[src/rtl/frequency_analyzer_window.sv]
// Window measurement for one analyzer channel: counts rising edges and high/low cycles
// between start/stop pulses. Optional watchdog abort under FREQUENCY_ANALYZER_TIMEOUT_EN.
`timescale 1ns/1ps

// state   | meaning
// --------+-----------------------------------------------------------
// IDLE    | waiting for a start pulse, working counters frozen
// MEASURE | window open, counting every cycle including the stop cycle
// DONE    | one cycle: publish working counters, pulse result_valid
module frequency_analyzer_window #(
    parameter int unsigned CLOCK         = 100000000,
    parameter int unsigned FREQUENCY     = 2000,
    parameter int unsigned COUNTER_WIDTH = 32
) (
    input  logic                     clock,
    input  logic                     reset,
    input  logic                     enable,
    input  logic                     start_analyzer,
    input  logic                     stop_analyzer,
    input  logic                     signal_in,
    output logic [COUNTER_WIDTH-1:0] edge_count,
    output logic [COUNTER_WIDTH-1:0] high_time,
    output logic [COUNTER_WIDTH-1:0] low_time,
    output logic                     result_valid,
    output logic                     overflow,
    output logic                     busy,
    output logic                     timeout
);

    typedef enum logic [1:0] {
        S_IDLE    = 2'd0,
        S_MEASURE = 2'd1,
        S_DONE    = 2'd2
    } state_t;

    localparam logic [COUNTER_WIDTH-1:0] CNT_MAX = '1;
    localparam logic [COUNTER_WIDTH-1:0] CNT_ONE = {{(COUNTER_WIDTH-1){1'b0}}, 1'b1};

    if (FREQUENCY == 0 || CLOCK < FREQUENCY) begin : g_bad_rate
        $error("frequency_analyzer_window: FREQUENCY must be nonzero and not exceed CLOCK");
    end

    state_t state_q, state_d;

    logic sync1, sync2, sync3;
    logic rise;

    logic [COUNTER_WIDTH-1:0] edge_cnt, high_cnt, low_cnt;
    logic                     ovf_cnt;

    logic cnt_clear, cnt_run, load_out;
    logic wd_abort;

    // sync3 lags sync2 by one cycle so the edge detector sees only settled levels
    always_ff @(posedge clock or negedge reset) begin
        if (!reset) begin
            sync1 <= 1'b0;
            sync2 <= 1'b0;
            sync3 <= 1'b0;
        end else begin
            sync1 <= signal_in;
            sync2 <= sync1;
            sync3 <= sync2;
        end
    end

    assign rise = sync2 & ~sync3;

    always_ff @(posedge clock or negedge reset) begin
        if (!reset) begin
            state_q <= S_IDLE;
        end else begin
            state_q <= state_d;
        end
    end

    always_comb begin
        state_d   = state_q;
        cnt_clear = 1'b0;
        cnt_run   = 1'b0;
        load_out  = 1'b0;
        case (state_q)
            S_IDLE: begin
                if (enable && start_analyzer && !stop_analyzer) begin
                    cnt_clear = 1'b1;
                    state_d   = S_MEASURE;
                end
            end
            S_MEASURE: begin
                if (!enable) begin
                    state_d = S_IDLE;
                end else begin
                    cnt_run = 1'b1;
                    if (stop_analyzer) begin
                        state_d = S_DONE;
                    end else if (start_analyzer) begin
                        cnt_clear = 1'b1;
                    end else if (wd_abort) begin
                        state_d = S_IDLE;
                    end
                end
            end
            S_DONE: begin
                state_d  = S_IDLE;
                load_out = enable;
            end
            default: begin
                state_d = S_IDLE;
            end
        endcase
    end

    // Saturating working counters; a clear (start or restart) wins over counting
    always_ff @(posedge clock or negedge reset) begin
        if (!reset) begin
            edge_cnt <= '0;
            high_cnt <= '0;
            low_cnt  <= '0;
            ovf_cnt  <= 1'b0;
        end else if (cnt_clear) begin
            edge_cnt <= '0;
            high_cnt <= '0;
            low_cnt  <= '0;
            ovf_cnt  <= 1'b0;
        end else if (cnt_run) begin
            if (sync2) begin
                if (high_cnt == CNT_MAX) ovf_cnt <= 1'b1;
                else                     high_cnt <= high_cnt + CNT_ONE;
            end else begin
                if (low_cnt == CNT_MAX) ovf_cnt <= 1'b1;
                else                    low_cnt <= low_cnt + CNT_ONE;
            end
            if (rise) begin
                if (edge_cnt == CNT_MAX) ovf_cnt <= 1'b1;
                else                     edge_cnt <= edge_cnt + CNT_ONE;
            end
        end
    end

    always_ff @(posedge clock or negedge reset) begin
        if (!reset) begin
            edge_count   <= '0;
            high_time    <= '0;
            low_time     <= '0;
            overflow     <= 1'b0;
            result_valid <= 1'b0;
        end else begin
            result_valid <= load_out;
            if (load_out) begin
                edge_count <= edge_cnt;
                high_time  <= high_cnt;
                low_time   <= low_cnt;
                overflow   <= ovf_cnt;
            end
        end
    end

    assign busy = (state_q == S_MEASURE);

`ifdef FREQUENCY_ANALYZER_TIMEOUT_EN
    localparam int unsigned WD_LIMIT = 2 * (CLOCK / FREQUENCY);
    localparam int          WD_W     = $clog2(WD_LIMIT + 1);
    localparam logic [WD_W-1:0] WD_LOAD = WD_W'(WD_LIMIT);
    localparam logic [WD_W-1:0] WD_ONE  = {{(WD_W-1){1'b0}}, 1'b1};

    logic [WD_W-1:0] wd_q;

    // Down-counter reloaded on start/restart; terminal count is the last allowed MEASURE cycle
    always_ff @(posedge clock or negedge reset) begin
        if (!reset) begin
            wd_q <= '0;
        end else if (cnt_clear) begin
            wd_q <= WD_LOAD;
        end else if (state_q == S_MEASURE && wd_q != '0) begin
            wd_q <= wd_q - WD_ONE;
        end
    end

    assign wd_abort = (state_q == S_MEASURE) && enable && !stop_analyzer
                      && !start_analyzer && (wd_q == WD_ONE);

    always_ff @(posedge clock or negedge reset) begin
        if (!reset) begin
            timeout <= 1'b0;
        end else begin
            timeout <= wd_abort;
        end
    end
`else
    assign wd_abort = 1'b0;
    assign timeout  = 1'b0;
`endif

endmodule

[config.mk]
export PLATFORM = sky130hd
export DESIGN_NAME = frequency_analyzer_window
export DESIGN_NICKNAME = d
export VERILOG_FILES = /design/src/rtl/frequency_analyzer_window.sv
export SDC_FILE = /design/constraint.sdc
export NUM_CORES = 1
export LEC_CHECK = 0
export ABC_AREA = 0
export CORE_MARGIN = 2
export CORE_UTILIZATION = 56
export DETAILED_ROUTE_END_ITERATION = 7
export PLACE_DENSITY = 0.8
export SYNTH_ARGS = -nofsm -noshare
export SYNTH_HDL_FRONTEND = slang
export SYNTH_SLANG_ARGS = --single-unit
[constraint.sdc]
create_clock -name clock -period 3.1 [get_ports clock]
set_input_delay 0.31 -clock clock [delete_from_list [all_inputs] [get_ports clock]]
set_output_delay 0.31 -clock clock [all_outputs]
set_load 0.005 [all_outputs]
==> impl_metrics.env <==
export IMPL_status="finished clean"
export IMPL_core_area_sq_mm=0.01647
export IMPL_die_height_microns=133.5
export IMPL_final_setup_skew_ps=10.25
export IMPL_cp_cell_sequence="ha_1 > nand2_1 > or4_1 > o31ai_4 > o21ai_0 > a21oi_1"
export IMPL_grt_max_degree=94
export IMPL_first_pass_iters=5
export IMPL_holdCritPathClass="in -> reg"
export IMPL_worstMarginPinSlew_ps=755.4
export IMPL_post_cts_setup_buffers=0
export IMPL_cp_slowest_stage_delay_ps=700
export IMPL_fin_crit_ps=2628
export IMPL_fmax_mhz=380.6
export IMPL_drt_iter0_drc=585
export IMPL_worstReg2RegEnd="low_cnt[13]"
export IMPL_synth_avg_cell_area_sq_um=8.914
export IMPL_cts_tree="done"
export IMPL_dieArea_sq_mm=0.01783
export IMPL_path_buf_inv=0
export IMPL_final_nets=1150
export IMPL_syn_to_final_growth_pct=20.40
export IMPL_max_cap_violations=0
export IMPL_yosys_warnings=0
export IMPL_critPathRequiredTime_ps=3460
export IMPL_crit_family="compound AO/OA/AOI/OAI gates"
export IMPL_vias=7989
export IMPL_syn_nets=1063
export IMPL_cts_buffers=17
export IMPL_cts_htree_levels=4
export IMPL_cts_root_buf="clkbuf_16"
export IMPL_relSlewSlack=0.4964
export IMPL_syn_area_sq_mm=0.009395
export IMPL_grt_ovfl_total=0
export IMPL_reg2reg_from="low_cnt[0]"
export IMPL_synth_seq_cells=200
export IMPL_pin_count=106
export IMPL_powerDensity_mw_per_mm2=461.5
export IMPL_grt_usage=0.2564
export IMPL_ant_nets=0
export IMPL_seqPwrFrac=0.512
export IMPL_io_buffer_count=104
export IMPL_grt_pass1_wl_mm=37.07
export IMPL_cts_clk_slew_worst_paths_ps=70
export IMPL_swShare=0.2292
export IMPL_power_share_clock=0.448
export IMPL_slowest_stage="or4_1"
export IMPL_startpoint="low_cnt[0]"
export IMPL_viasPerCell=5.814
export IMPL_power_switching_mw=1.196
export IMPL_synth_edf_count=0
export IMPL_grt_pass1_vias=7626
export IMPL_antenna_cells=0
export IMPL_power_leakage_nw=5.095
export IMPL_total_power_mw=5.221
export IMPL_place_congestion=0.8766
export IMPL_dpl_cell_count=1341
export IMPL_p_int_mw=4.024
export IMPL_die_width_microns=133.5
export IMPL_whs_ps=297.6
export IMPL_cts_max_path_buffers=2
export IMPL_initial_core_util=0.5706
export IMPL_p_comb_frac=0.039
export IMPL_remaining_drc_errors=0
export IMPL_fin_crit_sh=0.8476
export IMPL_ir_worst_vdd_mv=0.3557
export IMPL_finalSetupTns_ps=0
export IMPL_cp_start_kind="register"
export IMPL_drive_above_1_share=0.05979
export IMPL_crit_path_max_fanout=16
export IMPL_crit_cells=6
export IMPL_ys_types=53
export IMPL_seq_area_frac_synth=0.5327
export IMPL_endpoint_kind="register"
export IMPL_antenna_found_initial=1
export IMPL_rows=47
export IMPL_clk_latency_ps=440
export IMPL_finalMaxSlewViolations=0
export IMPL_ff2ff_setup_slack_ps=470
export IMPL_stdcell_count=1374
export IMPL_wl_per_cell_microns=15.84
export IMPL_ff2ff_path_depth=6
export IMPL_path_class="reg -> reg"
export IMPL_routed_wl_mm=21.77
export IMPL_synth_top_flop_cell="dfrtp_1"
export IMPL_async_flop_share=1.000
export IMPL_hold_viol=0
export IMPL_cts_sinks=200
export IMPL_crit_path_end="low_cnt[13]"
export IMPL_hpwl_mm=14.49
export IMPL_finalSetupViolCount=0
export IMPL_cp_arrival_ps=2990
export IMPL_rsz0062_at_grt="false"
export IMPL_synth_cells=1054
-- worst register-to-register path, delay by kind of cell (launching register included) --
kind | cells | cell delay [ps]
AO/OA/AOI/OAI | 3 | 970
adder cells (fa/ha/maj) | 1 | 320
flip-flops | 1 | 460
AND/OR/NAND/NOR | 2 | 810
-- layout make-up --
cell class / count / area (sq um)
flip-flops and latches: 200 / 5005
fillers: 1324 / 5154
well taps: 220 / 275.3
multi-input cells: 781 / 4115
repair buffers: 122 / 1220
clock inverters: 14 / 186.4
inverters: 19 / 71.32
clock buffers: 18 / 439.2
-- power by group through the flow --
| stage | sequential [mW] | combinational (mW) | clock (mW) |
|---|---|---|---|
| 2_1_floorplan | 2.72 | 0.0853 | 0 |
| 3_3_place_gp | 2.72 | 0.203 | 0 |
| 3_5_place_dp | 2.72 | 0.208 | 0 |
| 4_1_cts | 2.67 | 0.210 | 2.38 |
| 5_1_grt | 2.68 | 0.234 | 2.48 |
| 6_report | 2.67 | 0.205 | 2.34 |
-- cells in the final DEF, fill, tap and decap left out, drive strengths merged, types with 7 or more instances in the layout --
cell / count
nand2: 332
dfrtp: 200
clkdlybuf4s50: 103
o21ai: 53
nor2: 51
a21oi: 50
nand3: 43
or3: 33
nand4: 27
or4: 25
inv: 25
clkbuf: 19
o31ai: 18
buf: 17
nor4: 14
and3: 12
xnor2: 11
nand2b: 10
xor2: 10
mux2i: 10
nor3: 8
and4: 7
o211ai: 7
-- registers in the layout, summed over array words and instances (netlist names) --
signal and count:
overflow 1, sync3 1, low_time 32, ovf_cnt 1
sync2 1, high_cnt 32, sync1 1, edge_cnt 32
low_cnt 32, result_valid 1, high_time 32, edge_count 32
state_q 2
-- timing repair --
| item | CTS | global route |
|---|---|---|
| hold endpoints to repair | 91 | 0 |
| gates resized for setup | 0 | 0 |
| hold buffers | 1 | 0 |
-- through the flow --
stage,area [sq um],setup WS (ps),utilization
2_1_floorplan,9395,939.7,-
3_3_place_gp,10680,436.8,0.6484
3_5_place_dp,10680,351.7,0.6484
4_1_cts,11310,501.4,0.6870
5_1_grt,11310,238.0,0.6870
6_report,11310,472.4,0.6870
-- worst min path at each step --
stage                          from           to  depth (start not counted)
final                     signal_in        sync1                          1
after detailed placement      sync1        sync2                          0
after global placement        sync1        sync2                          0
after floorplan               reset  edge_cnt[0]                          0
after CTS                 signal_in        sync1                          1
after global routing      signal_in        sync1                          1
-- Yosys cell counts (2+ instances only) --
cell / count / share of area
nor4_1: 11 / 0.0073
buf_4: 2 / 0.0016
buf_2: 5 / 0.0027
o21ai_0: 53 / 0.028
nand3_1: 43 / 0.023
nor2_1: 51 / 0.020
nand2_1: 332 / 0.13
inv_1: 19 / 0.0076
clkbuf_1: 38 / 0.015
or3_1: 33 / 0.022
nor2b_1: 2 / 0.0013
nor4_2: 3 / 0.0040
a31o_2: 5 / 0.0047
ha_1: 3 / 0.0040
o31a_1: 2 / 0.0019
a31oi_1: 4 / 0.0027
o2111ai_1: 6 / 0.0056
nand4b_1: 5 / 0.0047
and2_1: 5 / 0.0033
o31ai_1: 16 / 0.013
and3_1: 12 / 0.0080
o311ai_0: 3 / 0.0028
and3b_1: 2 / 0.0019
mux2i_1: 10 / 0.011
nor3_1: 8 / 0.0043
nand2b_1: 10 / 0.0067
and4_1: 7 / 0.0065
a21oi_1: 50 / 0.027
a2111oi_2: 2 / 0.0032
o211ai_1: 7 / 0.0056
or4_1: 25 / 0.020
o311ai_1: 3 / 0.0028
xnor2_1: 11 / 0.010
buf_1: 8 / 0.0032
or2_2: 2 / 0.0013
xor2_1: 10 / 0.0093
dfrtp_1: 200 / 0.53
a2111oi_0: 3 / 0.0028
a211oi_1: 5 / 0.0040
nand4_1: 25 / 0.017
-- routing by layer --
metal	global-route usage	vias up	routed length, microns
met5	0	-	0
met4	0.1017	0	429
met3	0.03957	38	1118
met2	0.3992	252	10280
met1	0.3647	3853	9942
li1	-	3846	-
-- cell families (layout without fill, tap and decap cells) --
group                      count (synthesis)  in the layout  synth area share
buffers and inverters                     73            173           0.03143
other                                      1              1         0.0003991
and+or+nand+nor                          580            580            0.2897
adders and majority gates                  3              3          0.003996
DFF                                      200            200            0.5327
AOI/OAI and AO/OA                        166            166            0.1116
muxes                                     10             10           0.01065
xor gates and xnor gates                  21             21           0.01958
Note: power is estimated with default switching activity, not from simulation.
